--- src/rtl/pulse_param_loader.sv ---
// pulse_param_loader
// Decodes framed write commands arriving from the UART receiver, updates the
// pulse timing registers atomically on a good checksum, pulses rx_done so the
// sequencer restarts, and answers each frame with ACK (0x06) or NAK (0x15).
//
// Frame: CMD, N data bytes (MSB first), CSUM = XOR of CMD and data bytes.
//
// state  | meaning
// -------+-----------------------------------------------------------------
// IDLE   | waiting for a command byte
// DATA   | shifting data bytes into the shadow register
// CSUM   | waiting for the checksum byte; commit on match
// RESP   | holding the ACK/NAK byte until the transmitter is free
module pulse_param_loader #(
    parameter int unsigned TIMEOUT     = 1200000,
    parameter int unsigned ST_PERIOD   = 262144,
    parameter int unsigned ST_P1WIDTH  = 30,
    parameter int unsigned ST_DELAY    = 200,
    parameter int unsigned ST_P2WIDTH  = 60,
    parameter int unsigned ST_NUTDEL   = 100,
    parameter int unsigned ST_NUTWID   = 100,
    parameter int unsigned ST_BLOCK    = 50,
    parameter int unsigned ST_BLOCKOFF = 100,
    parameter int unsigned ST_CPMG     = 4
) (
    input  logic        clk,
    input  logic        resetn,
    input  logic [7:0]  rx_byte,
    input  logic        rx_valid,
    input  logic        tx_busy,
    output logic [7:0]  tx_byte,
    output logic        tx_start,
    output logic [31:0] period,
    output logic [15:0] p1width,
    output logic [15:0] delay,
    output logic [15:0] p2width,
    output logic [15:0] nut_del,
    output logic [15:0] pulse_block_off,
    output logic [7:0]  nut_wid,
    output logic [7:0]  pulse_block,
    output logic [7:0]  cpmg,
    output logic        block,
    output logic        rx_done,
    output logic        frame_err
);

    localparam logic [1:0] S_IDLE = 2'd0;
    localparam logic [1:0] S_DATA = 2'd1;
    localparam logic [1:0] S_CSUM = 2'd2;
    localparam logic [1:0] S_RESP = 2'd3;

    localparam logic [7:0]  BYTE_ACK = 8'h06;
    localparam logic [7:0]  BYTE_NAK = 8'h15;
    localparam logic [31:0] TO_LAST  = 32'(TIMEOUT - 1);

    // Number of data bytes carried by each command; zero marks an unknown command.
    function automatic logic [2:0] cmd_len(input logic [7:0] cmd);
        logic [2:0] len;
        len = 3'd0;
        case (cmd)
            8'h01:                      len = 3'd4;
            8'h02, 8'h03, 8'h04, 8'h05,
            8'h08:                      len = 3'd2;
            8'h06, 8'h07, 8'h09, 8'h0A: len = 3'd1;
            default:                    len = 3'd0;
        endcase
        return len;
    endfunction

    logic [1:0]  r_state;
    logic [7:0]  r_cmd;
    logic [2:0]  r_cnt;
    logic [7:0]  r_xor;
    logic [31:0] r_shadow;
    logic [31:0] r_to_cnt;
    logic [7:0]  r_tx_byte;
    logic        r_rx_done;
    logic        r_frame_err;

    logic [31:0] r_period;
    logic [15:0] r_p1width;
    logic [15:0] r_delay;
    logic [15:0] r_p2width;
    logic [15:0] r_nut_del;
    logic [15:0] r_pulse_block_off;
    logic [7:0]  r_nut_wid;
    logic [7:0]  r_pulse_block;
    logic [7:0]  r_cpmg;
    logic        r_block;

    logic [2:0]  w_len;
    logic        w_in_frame;
    logic        w_timeout;
    logic        w_commit;

    assign w_len      = cmd_len(rx_byte);
    assign w_in_frame = (r_state == S_DATA) || (r_state == S_CSUM);
    // A byte arriving on the expiry cycle takes priority over the timeout.
    assign w_timeout  = w_in_frame && !rx_valid && (r_to_cnt == TO_LAST);
    assign w_commit   = (r_state == S_CSUM) && rx_valid && (rx_byte == r_xor);

    // Frame parser: state, byte counter, running checksum, shadow, response.
    always_ff @(posedge clk or negedge resetn) begin
        if (!resetn) begin
            r_state     <= S_IDLE;
            r_cmd       <= 8'h00;
            r_cnt       <= 3'd0;
            r_xor       <= 8'h00;
            r_shadow    <= 32'h0;
            r_tx_byte   <= 8'h00;
            r_rx_done   <= 1'b0;
            r_frame_err <= 1'b0;
        end else begin
            r_rx_done <= 1'b0;
            case (r_state)
                S_IDLE: begin
                    if (rx_valid) begin
                        if (w_len != 3'd0) begin
                            r_cmd    <= rx_byte;
                            r_cnt    <= w_len;
                            r_xor    <= rx_byte;
                            r_shadow <= 32'h0;
                            r_state  <= S_DATA;
                        end else begin
                            r_tx_byte   <= BYTE_NAK;
                            r_frame_err <= 1'b1;
                            r_state     <= S_RESP;
                        end
                    end
                end
                S_DATA: begin
                    if (rx_valid) begin
                        r_shadow <= {r_shadow[23:0], rx_byte};
                        r_xor    <= r_xor ^ rx_byte;
                        r_cnt    <= r_cnt - 3'd1;
                        if (r_cnt == 3'd1) begin
                            r_state <= S_CSUM;
                        end
                    end else if (w_timeout) begin
                        r_frame_err <= 1'b1;
                        r_state     <= S_IDLE;
                    end
                end
                S_CSUM: begin
                    if (rx_valid) begin
                        if (w_commit) begin
                            r_rx_done <= 1'b1;
                            r_tx_byte <= BYTE_ACK;
                        end else begin
                            r_tx_byte   <= BYTE_NAK;
                            r_frame_err <= 1'b1;
                        end
                        r_state <= S_RESP;
                    end else if (w_timeout) begin
                        r_frame_err <= 1'b1;
                        r_state     <= S_IDLE;
                    end
                end
                S_RESP: begin
                    // Bytes received here are dropped; leave once the response goes out.
                    if (!tx_busy) begin
                        r_state <= S_IDLE;
                    end
                end
                default: r_state <= S_IDLE;
            endcase
        end
    end

    // Inter-byte silence counter, only running while a frame is open.
    always_ff @(posedge clk or negedge resetn) begin
        if (!resetn) begin
            r_to_cnt <= 32'h0;
        end else if (!w_in_frame || rx_valid || w_timeout) begin
            r_to_cnt <= 32'h0;
        end else begin
            r_to_cnt <= r_to_cnt + 32'd1;
        end
    end

    // Parameter registers: loaded from the shadow only on a verified checksum.
    always_ff @(posedge clk or negedge resetn) begin
        if (!resetn) begin
            r_period          <= 32'(ST_PERIOD);
            r_p1width         <= 16'(ST_P1WIDTH);
            r_delay           <= 16'(ST_DELAY);
            r_p2width         <= 16'(ST_P2WIDTH);
            r_nut_del         <= 16'(ST_NUTDEL);
            r_nut_wid         <= 8'(ST_NUTWID);
            r_pulse_block     <= 8'(ST_BLOCK);
            r_pulse_block_off <= 16'(ST_BLOCKOFF);
            r_cpmg            <= 8'(ST_CPMG);
            r_block           <= 1'b1;
        end else if (w_commit) begin
            case (r_cmd)
                8'h01:   r_period          <= r_shadow;
                8'h02:   r_p1width         <= r_shadow[15:0];
                8'h03:   r_delay           <= r_shadow[15:0];
                8'h04:   r_p2width         <= r_shadow[15:0];
                8'h05:   r_nut_del         <= r_shadow[15:0];
                8'h06:   r_nut_wid         <= r_shadow[7:0];
                8'h07:   r_pulse_block     <= r_shadow[7:0];
                8'h08:   r_pulse_block_off <= r_shadow[15:0];
                8'h09:   r_cpmg            <= r_shadow[7:0];
                8'h0A:   r_block           <= r_shadow[0];
                default: ;
            endcase
        end
    end

    assign tx_start        = (r_state == S_RESP) && !tx_busy;
    assign tx_byte         = r_tx_byte;
    assign rx_done         = r_rx_done;
    assign frame_err       = r_frame_err;
    assign period          = r_period;
    assign p1width         = r_p1width;
    assign delay           = r_delay;
    assign p2width         = r_p2width;
    assign nut_del         = r_nut_del;
    assign pulse_block_off = r_pulse_block_off;
    assign nut_wid         = r_nut_wid;
    assign pulse_block     = r_pulse_block;
    assign cpmg            = r_cpmg;
    assign block           = r_block;

endmodule

--- config.mk ---
export PLATFORM = sky130hd
export DESIGN_NAME = pulse_param_loader
export DESIGN_NICKNAME = d
export VERILOG_FILES = /design/src/rtl/pulse_param_loader.sv
export SDC_FILE = /design/constraint.sdc
export NUM_CORES = 1
export LEC_CHECK = 0
export ABC_AREA = 1
export CAP_MARGIN = 30
export CORE_ASPECT_RATIO = 1.4
export CORE_MARGIN = 3
export CORE_UTILIZATION = 64
export DETAILED_ROUTE_END_ITERATION = 12
export DONT_BUFFER_PORTS = 1
export PLACE_DENSITY_LB_ADDON = 0.05
export SETUP_SLACK_MARGIN = 0.5
export SKIP_CTS_REPAIR_TIMING = 1
export SLEW_MARGIN = 20
export SYNTH_ARGS = -nofsm -noshare
export SYNTH_HDL_FRONTEND = slang
export SYNTH_SLANG_ARGS = --single-unit
--- constraint.sdc ---
create_clock -name clk -period 2.25 [get_ports clk]
set_clock_uncertainty 0.2 [all_clocks]
set_input_delay 0.1125 -clock clk [delete_from_list [all_inputs] [get_ports clk]]
set_output_delay 0.1125 -clock clk [all_outputs]
set_load 0.01 [all_outputs]
==> results of run 1 <==
==> stage by stage <==
| stage | setup slack, ps | total power (uW) | instance area [um2] |
|---|---|---|---|
| after CTS | 169.6 | 11490 | 11570 |
| after global placement | 259.7 | 7703 | 10840 |
| after global routing | 229.1 | 13130 | 13090 |
| after floorplan | 494.7 | 6955 | 10730 |
| after detailed placement | 188.0 | 7759 | 10840 |
| final | 311.2 | 12550 | 13090 |
==> per-layer routing <==
layer | global-route usage | vias to the layer above | part of all wire
li1 | - | 4210 | -
met1 | 0.3604 | 4448 | 0.36
met2 | 0.4757 | 482 | 0.51
met3 | 0.05817 | 107 | 0.092
met4 | 0.08166 | 0 | 0.039
met5 | 0 | - | 0
==> flip-flops by register name, summed over array words and instances, names as in the netlist <==
name             cells
period              32
r_shadow            32
r_to_cnt            32
delay               16
nut_del             16
p1width             16
p2width             16
pulse_block_off     16
cpmg                 8
nut_wid              8
pulse_block          8
r_cmd                8
r_xor                8
r_cnt                3
tx_byte              3
r_state              2
block                1
frame_err            1
rx_done              1
==> area by class of cell <==
cell class                 count  area [um2]
tap                          199       249.0
timing repair buffer          79       975.9
multi-input combinational    890        4986
sequential                   227        5723
inverter                     107       422.9
clock inverter                 7       91.34
fill                         956        3153
clock buffer                  32       639.4
==> synthesized netlist by cell type (all sizes together) (4+ instances only) <==
master  instances
a21oi           7
buf            35
clkbuf         38
dfrtp         201
dfstp          26
ha             12
inv           107
nand2         443
nand3         150
nand4          49
nor2           84
nor3           31
nor3b           4
o21ai          67
xnor2          10
xor2           19
==> worst max-delay path, stage by stage (launching register included) <==
cell	delay (ps)
dfrtp_2	440
inv_4	100
ha_4	170
nand2_4	80
nor2_1	140
nand3_2	130
inv_2	110
nand2_1	100
buf_12	180
nand2_1	70
o21ai_0	90
==> cells in the final DEF, fill, tap and decap left out, types with 10 or more instances in the layout <==
cell	count
dfrtp_1	193
nand2_1	392
nor2_2	16
buf_4	42
dfstp_2	26
nor3_4	10
nand4_1	49
nor3_2	15
nand2_4	10
o21ai_0	55
nand3_1	145
nand2_2	38
nor2_1	39
xor2_1	15
nor2_4	29
inv_1	95
clkbuf_16	32
buf_12	14
==> cell families after synthesis <==
group	Yosys count	share of synthesized area
other	1	0.0003520
muxes	1	0.0009397
and+or+nand+nor	765	0.3118
buffers and inverters	180	0.07411
DFF	227	0.5363
xor gates and xnor gates	29	0.02455
adders and majority gates	12	0.01409
AOI/OAI and AO/OA	77	0.03782
==> how the worst max path moves through the flow <==
stage	startpoint	end	slack (ps)	cells past startpoint
floorplan	r_state[0]	period[16]	490	11
global placement	r_xor[7]	nut_del[15]	260	9
detailed placement	r_xor[7]	nut_del[13]	190	9
CTS	r_xor[7]	nut_del[13]	170	9
global route	r_xor[7]	p2width[11]	230	10
finish	r_state[0]	delay[2]	310	10
==> where the power goes <==
part / switching [uW] / total (uW) / internal (uW) / leakage (uW)
registers: 776 / 5280 / 4500 / 0.00300
logic: 2180 / 3530 / 1350 / 0.00318
clock network: 1540 / 3740 / 2210 / 0.000357
total: 4490 / 12500 / 8050 / 0.00654
==> metrics.cfg, run 1 <==
[cts]
cts_sinks=227
cts_tree=done
cts_root_buf=clkbuf_16
clock_latency_ps=510
cts_buffers=22
htree_levels=1
cts.path.max_buffers=3
cts.clk_slew.worst_paths_ps=70

[sta]
slew_viol_final=0
rsz0062_at_grt=true
worstMarginPinSlew_ps=625.8
setup_viol=0
period_needed_ps=1939
tns_ps=0
finalHoldViolations=345
timing.hold.ws_ps=-898.8
fmax_mhz=515.8
slew_headroom=0.5828
period_share=0.8617

[synthesis]
syn_area_mm2=0.01065
yosysSeqAreaShare=0.5363
ys_warn_count=0
synth_cells=1292
synth-edff-count=0
synth.distinct_cells=35
ys.flop_type=dfrtp_1
ys_async_sr_fraction=1.000
avgSynthCellArea_um2=8.245
synth_top_area_share=0.4722
synth.largest_area_cell=dfrtp_1
synth.area.top_cells=dfrtp_1 (47%), nand2_1 (15%), nand3_1 (7.0%)
ys_ff_latch=227

[placement]
hpwl_mm=16.49
dp_cells=1446
place.gp.congestion=0.9383
portBuffers=0

[critical_path]
crit_fanout=32
reg2reg_depth=10
worstSetupStartpointType=register
worstSetupPathType=reg -> reg
crit_required_ps=2420
cp-end-kind=register
r2r-end=delay[2]
critPathArrivalTime_ps=2110
worstReg2RegStart=r_state[0]
r2r_slack_ps=310

[layout]
fin_util=0.8059
area_delta_synth_final_pct=22.86
final_cell_count_no_fill=1541
drive_gt1_frac=0.2265
nNetsFinal=1351
n_antenna_cell=0

[global_route]
first_global_vias=8111
grt_max_degree=228
grt_use_total=0.2789
grt_pass1_wl_mm=41.32
gr-total-overflow=0
antenna_found_initial=0

[drt]
vias=9247
wl_per_cell_um=19.38
avgViaCountPerCell=6.001
drtIter0Drc=1063
route.detailed.drc=0
drt_wl_total_mm=29.87
antenna_left=0
dr.pass1.iters=6

[outcome]
status=finished with violations
violations=hold timing

[die]
die-area_mm2=0.01825
io_pins=160
dieHeight_um=158.7
die_width_um=115.0
start_util=0.6559
core_area_mm2=0.01624
rows=55

[flow_run]
drv_cap=0

[worst_hold_path]
hold_class=in -> async

[pwr]
power_density_mw_per_mm2=958.7
irDropWorstVdd_mv=1.092
power.leakage_uw=0.006537

Power figures use the tool's default switching activity.
==> run 2, diff against run 1 <==
clock period = 2.1 ns   (was 2.25 ns; I/O delays follow)
==> metrics.cfg, run 2 (same netlist as run 1, synthesis figures left out) <==
[cts]
cts_sinks=227  ; unchanged
clock_latency_ps=520  ; was 510 ps
cts.clk_slew.worst_paths_ps=60  ; was 70 ps
htree_levels=1  ; unchanged
cts_root_buf=clkbuf_16  ; unchanged
cts_buffers=23  ; was 22
cts_tree=done  ; unchanged
cts.path.max_buffers=3  ; unchanged

[critical_path]
crit_required_ps=2290  ; was 2420 ps
worstSetupPathType=reg -> reg  ; unchanged
crit_fanout=7  ; was 32
worstSetupStartpointType=register  ; unchanged
critPathArrivalTime_ps=2180  ; was 2110 ps
cp-end-kind=register  ; unchanged

[placement]
hpwl_mm=18.50  ; was 16.49 mm
post_dp_cell_area_mm2=0.01101  ; was 0.01084 mm2
place.gp.congestion=0.9539  ; was 0.9383
portBuffers=0  ; unchanged
pre_cts_ws_ps=49.20  ; was 188.0 ps
dp_cells=1455  ; was 1446

[sta]
period_needed_ps=1983  ; was 1939 ps
tns_ps=0  ; unchanged
slew_headroom=0.5830  ; was 0.5828
rsz0062_at_grt=true  ; unchanged
period_share=0.9442  ; was 0.8617
slew_viol_final=0  ; unchanged
finalHoldViolations=313  ; was 345
fmax_mhz=504.3  ; was 515.8 MHz
timing.hold.ws_ps=-914.7  ; was -898.8 ps
layout_setup_ws_ps=117.1  ; was 311.2 ps
worstMarginPinSlew_ps=625.5  ; was 625.8 ps
setup_viol=0  ; unchanged

[global_route]
gr-total-overflow=0  ; unchanged
busiest_layer=met2  ; unchanged
first_global_vias=8220  ; was 8111
met2_usage=0.4970  ; was 0.4757
grt_pass1_wl_mm=43.49  ; was 41.32 mm
grt_use_total=0.2999  ; was 0.2789
use_met3=0.06008  ; was 0.05817
antenna_found_initial=1  ; was 0
grt_max_degree=228  ; unchanged
gr-usage-met1=0.3841  ; was 0.3604

[die]
io_pins=160  ; unchanged
die_width_um=115.0  ; unchanged
die-area_mm2=0.01825  ; unchanged
start_util=0.6559  ; unchanged
core_area_mm2=0.01624  ; unchanged
rows=55  ; unchanged
dieHeight_um=158.7  ; unchanged

[layout]
nNetsFinal=1387  ; was 1351
drive_gt1_frac=0.2879  ; was 0.2265
fin_util=0.8660  ; was 0.8059
finish.instance_area_mm2=0.01406  ; was 0.01309 mm2
area_delta_synth_final_pct=32.03  ; was 22.86%
final_cell_count_no_fill=1579  ; was 1541
layout_common_cells=nand2_1 (337), dfrtp_1 (199), nand3_1 (132)  ; was nand2_1 (392), dfrtp_1 (193), nand3_1 (145)
final_common_cell=nand2_1  ; unchanged

[drt]
wl_per_cell_um=23.20  ; was 19.38 um
drt_wl_total_mm=36.63  ; was 29.87 mm
avgViaCountPerCell=6.368  ; was 6.001
drtIter0Drc=1217  ; was 1063
dr.pass1.iters=5  ; was 6
antenna_left=0  ; unchanged
vias=10060  ; was 9247
route.detailed.drc=0  ; unchanged

[pwr]
irDropWorstVdd_mv=1.652  ; was 1.092 mV
power_density_mw_per_mm2=1017  ; was 958.7 mW/mm2
power.leakage_uw=0.006769  ; was 0.006537 uW

[flow_run]
drv_cap=0  ; unchanged

[worst_hold_path]
hold_class=in -> async  ; unchanged

[outcome]
violations=hold timing  ; unchanged
status=finished with violations  ; unchanged

[run 2: per-stage QoR]
| step | power [uW] | hold slack, ps |
|---|---|---|
| after floorplan | 7667 | -390.6 |
| after global placement | 8453 | -386.0 |
| after detailed placement | 8503 | -385.7 |
| after CTS | 12370 | -913.2 |
| after global routing | 14820 | -929.7 |
| final | 14300 | -914.7 |
[run 2: report_power, final]
part | internal [uW] | switching (uW) | total (uW)
Combinational | 1850 | 2830 | 4680
Sequential | 4820 | 888 | 5710
Clock | 2220 | 1700 | 3920
[run 2: worst max-delay path, cell delays in order, from the launching register on]
cell and delay, ps:
dfrtp_1 410, xnor2_2 220, nand2_1 120, nor2_4 200
nand3_4 150, clkinv_8 130, nand2_8 110, clkbuf_16 200
nand2_1 60, o21ai_1 70
[run 2: layout make-up]
cell class | count | area [um2]
Tap cell | 199 | 249.0
Timing Repair Buffer | 112 | 1624
Multi-Input combinational cell | 892 | 5346
Sequential cell | 227 | 5715
Fill cell | 822 | 2176
Inverter | 107 | 427.9
Clock buffer | 34 | 636.9
Antenna cell | 1 | 2.502
Clock inverter | 7 | 62.56
[run 2: path summary, 6_finish.rpt]
kind	from	end	slack, ps	cells past startpoint
setup / recovery	r_xor[1]	period[9]	120	9
hold / removal	resetn	cpmg[4]	-910	0
setup reg to reg	r_xor[1]	period[9]	120	9
hold reg to reg	pulse_block_off[5]	pulse_block_off[5]	290	2
max in group asynchronous	resetn	period[18]	2280	0
min in group clk	rx_byte[4]	r_shadow[4]	-350	4
[run 2: routing by layer]
metal,vias up,part of all wire
met5,-,0
met2,671,0.49
met1,4895,0.34
met3,187,0.096
met4,0,0.071
li1,4302,-
==> run 3, diff against run 2 <==
RECOVER_POWER = 100   (was default)
==> metrics.cfg, run 3 (same netlist as run 1, synthesis figures left out) <==
[outcome]
status=finished with violations  ; unchanged
violations=hold timing  ; unchanged

[layout]
drive_gt1_frac=0.2524  ; was 0.2879
final.fill_count=855  ; was 822
area_delta_synth_final_pct=30.55  ; was 32.03%
nNetsFinal=1387  ; unchanged
layout_common_cells=nand2_1 (339), dfrtp_1 (199), nand3_1 (132)  ; was nand2_1 (337), dfrtp_1 (199), nand3_1 (132)
final_common_cell=nand2_1  ; unchanged
fin_util=0.8563  ; was 0.8660

[die]
rows=55  ; unchanged
die_width_um=115.0  ; unchanged
die-area_mm2=0.01825  ; unchanged
io_pins=160  ; unchanged
start_util=0.6559  ; unchanged
dieHeight_um=158.7  ; unchanged
core_area_mm2=0.01624  ; unchanged

[critical_path]
path_cells=xnor2_2, nand2_1, nor2_4, nand3_4, clkinv_8, nand2_8, buf_2, nand2_2, o21ai_1  ; was xnor2_2, nand2_1, nor2_4, nand3_4, clkinv_8, nand2_8, clkbuf_16, nand2_1, o21ai_1
cp_slowest_cell=dfrtp_1  ; unchanged
crit_required_ps=2300  ; was 2290 ps
r2r_slack_ps=90  ; was 120 ps
worstReg2RegStart=r_xor[1]  ; unchanged
slowest_delay_ps=400  ; was 410 ps
worstSetupStartpointType=register  ; unchanged
worstSetupPathType=reg -> reg  ; unchanged
r2r-end=p1width[11]  ; was period[9]
critPathArrivalTime_ps=2210  ; was 2180 ps
crit_fanout=8  ; was 7
cp-end-kind=register  ; unchanged
reg2reg_depth=9  ; unchanged

[pwr]
irDropWorstVdd_mv=1.634  ; was 1.652 mV
power.leakage_uw=0.006738  ; was 0.006769 uW
power_density_mw_per_mm2=1021  ; was 1017 mW/mm2

[cts]
cts_tree=done  ; unchanged
cts_buffers=23  ; unchanged
cts_sinks=227  ; unchanged
htree_levels=1  ; unchanged
cts_root_buf=clkbuf_16  ; unchanged
cts.clk_slew.worst_paths_ps=60  ; about the same
clock_latency_ps=520  ; about the same
cts.path.max_buffers=3  ; unchanged

[drt]
drt_wl_total_mm=36.56  ; was 36.63 mm
vias=9970  ; was 10060
route.detailed.drc=0  ; unchanged
met2_length_mm=18.09  ; was 18.10 mm
dr.pass1.iters=6  ; was 5
avgViaCountPerCell=6.314  ; was 6.368
drtIter0Drc=1152  ; was 1217
wl_met1_mm=12.26  ; was 12.41 mm
wl_met3_mm=3.615  ; was 3.503 mm
highest_layer=met4  ; unchanged
wl_per_cell_um=23.16  ; was 23.20 um
antenna_left=0  ; unchanged

[worst_hold_path]
hold_class=in -> async  ; unchanged

[sta]
tns_ps=0  ; unchanged
slew_viol_final=0  ; unchanged
setup_viol=0  ; unchanged
worstMarginPinSlew_ps=604.9  ; was 625.5 ps
period_share=0.9558  ; was 0.9442
period_needed_ps=2007  ; was 1983 ps
rsz0062_at_grt=true  ; unchanged
finalHoldViolations=313  ; unchanged
fmax_mhz=498.2  ; was 504.3 MHz
slew_headroom=0.5968  ; was 0.5830
timing.hold.ws_ps=-913.7  ; was -914.7 ps

[global_route]
grt_pass1_wl_mm=43.49  ; unchanged
grt_use_total=0.2999  ; unchanged
first_global_vias=8220  ; unchanged
grt_max_degree=228  ; unchanged
gr-total-overflow=0  ; unchanged
antenna_found_initial=1  ; unchanged

[placement]
place.gp.congestion=0.9539  ; unchanged
portBuffers=0  ; unchanged
hpwl_mm=18.50  ; unchanged

[flow_run]
drv_cap=0  ; unchanged

[run 3: worst max path at each step]
stage,slack [ps],depth (start not counted),endpoint,startpoint
floorplan,350,11,period[16],r_state[0]
global placement,100,9,p1width[12],r_xor[0]
detailed placement,50,9,p1width[6],r_xor[1]
CTS,10,8,delay[12],r_xor[1]
global route,20,9,p1width[9],r_xor[1]
finish,90,9,p1width[11],r_xor[1]
[run 3: metrics by stage]
step | hold slack, ps | instances | area, um2 | power [uW] | worst slack [ps]
floorplan | -390.6 | 1295 | 10960 | 7667 | 352.4
global placement | -386.0 | 1455 | 11010 | 8453 | 95.95
detailed placement | -385.7 | 1455 | 11010 | 8503 | 49.20
CTS | -913.2 | 1496 | 11710 | 12370 | 14.70
global route | -929.7 | 1579 | 13910 | 14710 | 16.06
finish | -913.7 | 1579 | 13910 | 14200 | 92.76
[run 3: final cells by class]
cell class | instances | area, um2 | area share
inverters | 107 | 427.9 | 0.03077
clock inverters | 7 | 62.56 | 0.004498
clock buffers | 34 | 636.9 | 0.04579
well taps | 199 | 249.0 | 0.01790
multi-input cells | 892 | 5216 | 0.3751
repair buffers | 112 | 1597 | 0.1148
diodes | 1 | 2.502 | 0.0001799
flip-flops and latches | 227 | 5715 | 0.4110
[run 3: layer usage]
metal  up-vias  track usage
li1       4298            -
met1      4851       0.3841
met2       635       0.4970
met3       186      0.06008
met4         0       0.1281
met5         -            0
[run 3: power by group]
group          internal [uW]  total [uW]  switching, uW
clock                   2220        3920           1700
combinational           1840        4580           2740
sequential              4810        5700            881
total                   8870       14200           5330
[run 3: critical path: cells and delay by family (launching register included)]
| family | cells | cell delay (ps) |
|---|---|---|
| flops | 1 | 400 |
| compound gates | 1 | 70 |
| simple gates | 5 | 640 |
| xor+xnor | 1 | 220 |
| buf+inv | 2 | 360 |
